$ cat src/rtl/sdram_arb_pkg.sv
// Shared definitions for the SDRAM command-bus arbiter and the engines it
// grants: state encoding, refresh defaults and grant vector indices.
package sdram_arb_pkg;

    localparam logic [2:0] S_IDLE  = 3'd0;
    localparam logic [2:0] S_ARBIT = 3'd1;
    localparam logic [2:0] S_AREF  = 3'd2;
    localparam logic [2:0] S_WRITE = 3'd3;
    localparam logic [2:0] S_READ  = 3'd4;

    typedef enum logic [2:0] {
        ST_IDLE  = S_IDLE,
        ST_ARBIT = S_ARBIT,
        ST_AREF  = S_AREF,
        ST_WRITE = S_WRITE,
        ST_READ  = S_READ
    } arb_state_t;

    // 7.8 us refresh interval at 50 MHz
    localparam int REF_PERIOD_DEF = 390;
    localparam int CNT_W_DEF      = 10;

    // Bit positions of each engine in the one-hot grant vector
    localparam int GNT_REF = 0;
    localparam int GNT_WR  = 1;
    localparam int GNT_RD  = 2;
    localparam int GNT_NUM = 3;

    // One-hot grant for a given arbiter state; all-zero outside a burst
    function automatic logic [GNT_NUM-1:0] grant_decode(arb_state_t st);
        logic [GNT_NUM-1:0] g;
        g = '0;
        case (st)
            ST_AREF:  g[GNT_REF] = 1'b1;
            ST_WRITE: g[GNT_WR]  = 1'b1;
            ST_READ:  g[GNT_RD]  = 1'b1;
            default:  g = '0;
        endcase
        return g;
    endfunction

endpackage

$ cat src/rtl/sdram_ref_timer.sv
// Auto-refresh interval timer. Counts while run is high, raises ref_req on
// every wrap and flags a sticky overrun if a wrap finds the previous request
// still unserved.
module sdram_ref_timer
    import sdram_arb_pkg::*;
#(
    parameter int REF_PERIOD = REF_PERIOD_DEF,
    parameter int CNT_W      = CNT_W_DEF
) (
    input  logic sclk,
    input  logic s_rst_n,
    input  logic run,
    input  logic ack,
    output logic ref_req,
    output logic ref_overrun
);

    localparam logic [CNT_W-1:0] CNT_MAX = CNT_W'(REF_PERIOD - 1);

    logic [CNT_W-1:0] cnt;
    logic             wrap;

    assign wrap = run && (cnt == CNT_MAX);

    // Interval counter: parked at zero until the arbiter is running
    always_ff @(posedge sclk or negedge s_rst_n) begin
        if (!s_rst_n)
            cnt <= '0;
        else if (!run || wrap)
            cnt <= '0;
        else
            cnt <= cnt + CNT_W'(1);
    end

    // Request/overrun flags; a wrap coinciding with ack re-arms the request
    always_ff @(posedge sclk or negedge s_rst_n) begin
        if (!s_rst_n) begin
            ref_req     <= 1'b0;
            ref_overrun <= 1'b0;
        end else if (wrap) begin
            ref_req <= 1'b1;
            if (ref_req && !ack)
                ref_overrun <= 1'b1;
        end else if (ack) begin
            ref_req <= 1'b0;
        end
    end

endmodule

$ cat src/rtl/sdram_arbit.sv
// SDRAM command-bus scheduler: waits for init, then grants whole bursts to the
// refresh, write or read engine, refresh first, write/read round-robin.
module sdram_arbit
    import sdram_arb_pkg::*;
#(
    parameter int REF_PERIOD = REF_PERIOD_DEF,
    parameter int CNT_W      = CNT_W_DEF
) (
    input  logic       sclk,
    input  logic       s_rst_n,
    input  logic       init_end,
    input  logic       wr_trig,
    input  logic       rd_trig,
    input  logic       ref_end,
    input  logic       wr_end,
    input  logic       rd_end,
    output logic       ref_en,
    output logic       wr_en,
    output logic       rd_en,
    output logic       ref_req,
    output logic       ref_overrun,
    output logic [2:0] arb_state
);

    arb_state_t         state;
    arb_state_t         next_state;
    logic               ref_ack;
    logic               last_wr;
    logic [GNT_NUM-1:0] gnt;

    // State register
    always_ff @(posedge sclk or negedge s_rst_n) begin
        if (!s_rst_n)
            state <= ST_IDLE;
        else
            state <= next_state;
    end

    // Next-state: refresh beats data, write/read alternate when both pending
    always_comb begin
        next_state = state;
        ref_ack    = 1'b0;
        case (state)
            ST_IDLE: begin
                if (init_end)
                    next_state = ST_ARBIT;
            end
            ST_ARBIT: begin
                if (ref_req) begin
                    next_state = ST_AREF;
                    ref_ack    = 1'b1;
                end else if (wr_trig && rd_trig)
                    next_state = last_wr ? ST_READ : ST_WRITE;
                else if (wr_trig)
                    next_state = ST_WRITE;
                else if (rd_trig)
                    next_state = ST_READ;
            end
            ST_AREF: begin
                if (ref_end)
                    next_state = ST_ARBIT;
            end
            ST_WRITE: begin
                if (wr_end)
                    next_state = ST_ARBIT;
            end
            ST_READ: begin
                if (rd_end)
                    next_state = ST_ARBIT;
            end
            default: next_state = ST_IDLE;
        endcase
    end

    // Round-robin memory: remembers whether the last data burst was a write
    always_ff @(posedge sclk or negedge s_rst_n) begin
        if (!s_rst_n)
            last_wr <= 1'b0;
        else if (state == ST_ARBIT && next_state == ST_WRITE)
            last_wr <= 1'b1;
        else if (state == ST_ARBIT && next_state == ST_READ)
            last_wr <= 1'b0;
    end

    // Grants registered alongside the state so they are glitch-free
    always_ff @(posedge sclk or negedge s_rst_n) begin
        if (!s_rst_n)
            gnt <= '0;
        else
            gnt <= grant_decode(next_state);
    end

    sdram_ref_timer #(
        .REF_PERIOD (REF_PERIOD),
        .CNT_W      (CNT_W)
    ) u_tmr (
        .sclk        (sclk),
        .s_rst_n     (s_rst_n),
        .run         (state != ST_IDLE),
        .ack         (ref_ack),
        .ref_req     (ref_req),
        .ref_overrun (ref_overrun)
    );

    assign ref_en    = gnt[GNT_REF];
    assign wr_en     = gnt[GNT_WR];
    assign rd_en     = gnt[GNT_RD];
    assign arb_state = state;

endmodule

$ cat config.mk
export PLATFORM = sky130hd
export DESIGN_NAME = sdram_arbit
export DESIGN_NICKNAME = d
export VERILOG_FILES = /design/src/rtl/sdram_arb_pkg.sv /design/src/rtl/sdram_ref_timer.sv /design/src/rtl/sdram_arbit.sv
export SDC_FILE = /design/constraint.sdc
export NUM_CORES = 1
export LEC_CHECK = 0
export CAP_MARGIN = 20
export CELL_PAD_IN_SITES_DETAIL_PLACEMENT = 0
export CELL_PAD_IN_SITES_GLOBAL_PLACEMENT = 1
export CORE_AREA = 2 2 52 54
export CTS_CLUSTER_SIZE = 28
export DETAILED_ROUTE_END_ITERATION = 6
export DIE_AREA = 0 0 54 56
export GPL_TIMING_DRIVEN = 0
export MAX_ROUTING_LAYER = met4
export PLACE_DENSITY = 0.8
export SYNTH_ARGS = -nofsm -noshare
export SYNTH_HDL_FRONTEND = slang
export SYNTH_SLANG_ARGS = --single-unit
export TNS_END_PERCENT = 20
$ cat constraint.sdc
create_clock -name sclk -period 2.05 [get_ports sclk]
set_input_delay 0.41 -clock sclk [delete_from_list [all_inputs] [get_ports sclk]]
set_output_delay 0.41 -clock sclk [all_outputs]
set_load 0.05 [all_outputs]
# After elaboration in Yosys (flattened, before gate mapping)
# Cells that the tools add are included.
# word_totals
register_bits	19
inputBits	8
out_inout_bits	8
elab_cells	48
# classes
add_sub_neg	1
eq_ne	8
muxes	20
reduce_logical	13
# ops
cell	n
2-to-1 mux 3 bit	9
one-hot mux 3 bit (5 select lines)	1
== test 3 x 2 -> 1 bit (second input constant)	4
adder 10 x 1 -> 10 bit (second input constant)	1
== test 10 x 9 -> 1 bit (second input constant)	1
2-to-1 mux 10 bit	1
2-to-1 mux 1 bit	9
== test 3 bit (second input constant)	2
logical AND 1 bit	5
nonzero test 2 bit	2
== test 3 x 1 -> 1 bit (second input constant)	1
logical NOT 3 bit	1
nonzero test 3 bit	1
logical NOT 1 bit	2
AND reduction 2 bit	1
logical OR 1 bit	1

# Depth between registers and ports, before layout
# Gate-level depths: netlist (run 1).
# depth
word_depth	9
ltp_mapped	7
ltp_nobuf	6

# Hierarchy
# Synthesis (run 1) repeated with hierarchy kept, for this count alone.
# hier_totals
cells_unflattened	89
area_unflattened_um2	967.2
# modules_own_cells
module	instances	cells_per_inst	area_each_um2	seq_area_each_um2
sdram_ref_timer	1	53	570.5	300.3
sdram_arbit	1	36	396.6	175.2

# Worst setup path before layout (run 1)
# Ideal clock, no wire load.
# synth_path
path_kind	reg-to-reg
startpoint	reg state[0], in the netlist arb_state[0]
endpoint	reg u_tmr.ref_req
setup_ns	0.127
t_arrival_ns	1.398
t_required_ns	1.923
slack_ns	0.525
stages_incl_launch_ff	3
path_buffers	0
period_less_slack_ns	1.525
cell_sequence	dfrtp_1 -> mux2_2 -> o32a_2
# synth_between
elab_chain_len	3
word_cells_on_any_way	6
cone_classes	1 x eq/ne; 2 x mux; 3 x reduce/logical
# synth_lines
element	line_no	text
from (decl)	sdram_arbit.sv:25	arb_state_t state;
from (signal assigned)	sdram_arbit.sv:36	state <= next_state;
== test 3 x 1 -> 1 bit / nonzero test 3 bit (equally long branches)	sdram_arbit.sv:43, sdram_arbit.sv:99	
2-to-1 mux 1 bit / logical AND 1 bit (equally long branches)	sdram_arbit.sv:43, sdram_ref_timer.sv:23	
nonzero test 2 bit (no source line) / 2-to-1 mux 1 bit (equally long branches)	n/a	
to (signal assigned)	sdram_ref_timer.sv:38	ref_req <= 1'b0;
to (signal assigned)	sdram_ref_timer.sv:41	ref_req <= 1'b1;
to (signal assigned)	sdram_ref_timer.sv:45	ref_req <= 1'b0;
to (decl)	sdram_ref_timer.sv:14	output logic ref_req,
# Parallel ways exist; a longest one is shown, timed or not.
# A chain may end at the register's enable or synchronous reset.

# Worst setup path after layout (run 1)
# layout_path
startpoint	reg state[1], in the netlist arb_state[1]
endpoint	out arb_state[1]
# layout_lines
element	line_no	text
to (decl)	sdram_arbit.sv:22	output logic [2:0] arb_state
# No word-level cell between the ends.

==> metrics.md, run 1 <==
| Metric | Value |
|---|---|
| Flop and latch count out of synthesis | 19 |
| Max-slew headroom | 40.77% |
| Lkg Pwr | 0.0004977 uW |
| Die span in y | 56 um |
| Worst Path Required | 1.64 ns |
| Mux share of post-synthesis cell area | 2.476% |
| Total number of vias | 679 |
| Worst-Margin Slew | 0.8857 ns |
| FMAX | 527.1 MHz |
| Clk_lat worst skew | 0.30 ns |
| Maximum VDD drop | 808.9 uV |
| Fillers | 246 |
| Commonest cells post-synth | dfrtp_1, nor2_1, inv_1, xnor2_1 |
| TritonRoute pass-1 iters | 3 |
| Crit path DAT | 1.49 ns |
| Simple-Gate Fraction of Synth Area | 20.50% |
| Die ar. | 3024 um2 |
| Compound-Gate Fraction of Synth Area | 9.216% |
| DRC marker count from the first detailed-route iteration | 5 |
| Clock Tree Buf Depth | 2 |
| CP endpoint kind | output port |
| Layout Nets | 120 |
| Final setup fails | 0 |
| Final worst path period share | 92.55% |
| EDFF count, synth | 0 |
| CP delay by family, top | buffers and inverters |
| Area of the multi-input gates | 387.9 um2 |
| Placed cell area | 1097 um2 |
| Min-delay worst type | reg -> reg |
| TritonCTS clock tree | done |
| Design area | 1126 um2 |
| Synth top area share | 52.27% |
| Final min period | 1.897 ns |
| Worst-path clk slew | 0.12 ns |
| WP buf/inv | 1 |
| Outcome | completed |
| CP Class | reg -> out |
| Routed len/inst | 11.94 um |
| Syn Std Cell Area | 909.6 um2 |
| ANT nets after route | 0 |
| Diode count | 0 |
| Slowest stage delay, CP | 0.80 ns |
| Max capacitance violation total | 0 |
| Critical Path Fanout Max | 3 |
| Core box area | 2432 um2 |
| WL final | 1.660 mm |
| R2R setup slack | 0.50 ns |
| Post-DP HPWL | 1.198 mm |
| Clk sinks | 19 |
| Synth Area in Adders | 2.751% |
| Pwr/cell area | 1208 nW/um2 |
| Post-synthesis cell type count | 28 |
| Die width | 54 um |
| Post-Syn Instances | 90 |
| Synth Area in XOR/XNOR | 7.703% |
| TritonCTS buffer count | 3 |
| Crit-path cells | clkdlybuf4s50_1 |
| Cell with the most instances after synthesis | dfrtp_1 |
| Largest net degree at the start of global routing | 20 |
| Remaining global-route overflow | 0 |
| Routability cong. | 0.7155 |
| Sequential fraction of the synthesis area | 52.27% |
| Setup crit start kind | register |
| Syn_nets | 100 |
| Global-route usage over all layers | 13.67% |
| Synth top area cells | dfrtp_1, nor2_1, xnor2_1 |
| Synth Flop Type | dfrtp_1 |
| Top-Level Pins | 16 |
| Top cell type by total area after synthesis | dfrtp_1 |
| RSZ-0062 raised after global routing | no |
| Post-route DRC violation count | 0 |
| Vias per cell | 4.885 |
| # rows | 18 |
| Post-CTS Setup Bufs | 0 |
| Root buffer cell | clkbuf_4 |
| Max-slew violations | 0 |
| Worst clock skew | 0.007959 ns |
| Ys async rst share | 100.0% |
| Area Overhead vs Synth | 23.80% |
| Setup_tns | 0 ns |
| First-pass GRT wire length | 2.967 mm |
| PortBufs | 15 |
| Ys Warns | 0 |
| Synthesized area per cell | 10.11 um2 |
| H-tree Lvls | 1 |
| Vias in the first global route | 680 |
| Storage cell area | 475.5 um2 |
| Share of cells above drive strength 1 | 9.174% |
| Hold Fails Final Rpt | 0 |
| Worst path slowest cell | clkdlybuf4s50_1 |
| Largest family of logic cells by synthesized area | simple AND/OR/NAND/NOR gates |
| Initial core utilization | 37.40% |
| Initial antenna violation count | 0 |
[cells in the final DEF (no fill, tap or decap), types with 2 or more instances in the layout]
cell / synthesis / final
nand2b_1: 3 / 3
nor2_1: 17 / 17
nand3_1: 3 / 3
ha_1: 2 / 2
nand2_1: 2 / 2
dfrtp_1: 19 / 19
a31oi_1: 2 / 2
clkbuf_4: 0 / 3
a21oi_1: 3 / 3
mux2_2: 2 / 2
inv_1: 7 / 7
nor3_1: 4 / 4
clkdlybuf4s50_1: 0 / 13
o21ai_0: 4 / 4
xnor2_1: 7 / 7
[report_power, final]
part           internal, uW  total [uW]  switching [uW]  leakage [uW]
Clock                  72.6         193             121     0.0000177
Sequential              465         548            83.7      0.000253
Combinational           234         619             386      0.000227
[registers in the layout, summed over array words and instances, names as in the netlist]
register,flops
u_tmr.ref_req,1
arb_state,3
u_tmr.cnt,10
last_wr,1
u_tmr.ref_overrun,1
gnt,3
[cell type report]
cell class                 instances  share of cell area [%]
buffer                             3                   1.778
clock buffer                       3                   2.000
clock inverter                     1                  0.4444
inverter                           7                   2.333
multi-input combinational         61                   34.44
sequential                        19                   42.22
tap                               30                   3.333
timing repair buffer              15                   13.44
[metal layers]
metal | GRT usage, % | vias to the layer above | wire, um
met5 | - | - | 0
met4 | 6.429 | 0 | 13
met3 | 2.957 | 2 | 71
met2 | 21.25 | 11 | 842
met1 | 16.50 | 327 | 732
li1 | - | 339 | -
[cells by family after synthesis]
logic type,after synthesis
buffers and inverters,10
AOI/OAI and AO/OA,13
xor gates and xnor gates,8
DFF,19
and+or+nand+nor,36
muxes,2
adders and majority gates,2
[per-stage QoR]
stage          power [uW]  std cells  hold slack, ns  util, %  worst slack (ns)
2_1_floorplan       996.1         90          0.1144        -            0.5253
3_3_place_gp         1175        135          0.4577    45.11            0.3044
3_5_place_dp         1185        135          0.4557    45.11            0.3133
4_1_cts              1375        139          0.4856    46.19           0.01744
5_1_grt              1471        139          0.5093    46.30           0.09513
6_report             1361        139          0.4793    46.30            0.1527
[repair_timing]
item | in CTS | in global routing
endpoints found under the setup margin | 1 | 1
pin swaps | 0 | 0
hold buffers | 0 | 0
gates resized for setup | 1 | 1
[path summary, 6_finish.rpt]
path | startpoint | end | cells after the start
max in group asynchronous | s_rst_n | last_wr | 1
worst max-delay path | arb_state[1] | arb_state[1] | 1
worst min register to register | u_tmr.ref_overrun | u_tmr.ref_overrun | 1
worst max register to register | u_tmr.cnt[1] | u_tmr.cnt[4] | 7
min in group asynchronous | s_rst_n | u_tmr.cnt[6] | 1
worst min-delay path | u_tmr.ref_overrun | u_tmr.ref_overrun | 1
No activity file was read; power rests on OpenSTA's default activity.
==> run 2: changes to the inputs <==
--- a/config.mk
+++ b/config.mk
@@ -15,6 +15,7 @@
 export GPL_TIMING_DRIVEN = 0
 export MAX_ROUTING_LAYER = met4
 export PLACE_DENSITY = 0.8
+export SLEW_MARGIN = 20
 export SYNTH_ARGS = -nofsm -noshare
 export SYNTH_HDL_FRONTEND = slang
 export SYNTH_SLANG_ARGS = --single-unit
==> results of run 2 <==
Final layout, timing and power as in run 1 (identical DEF).
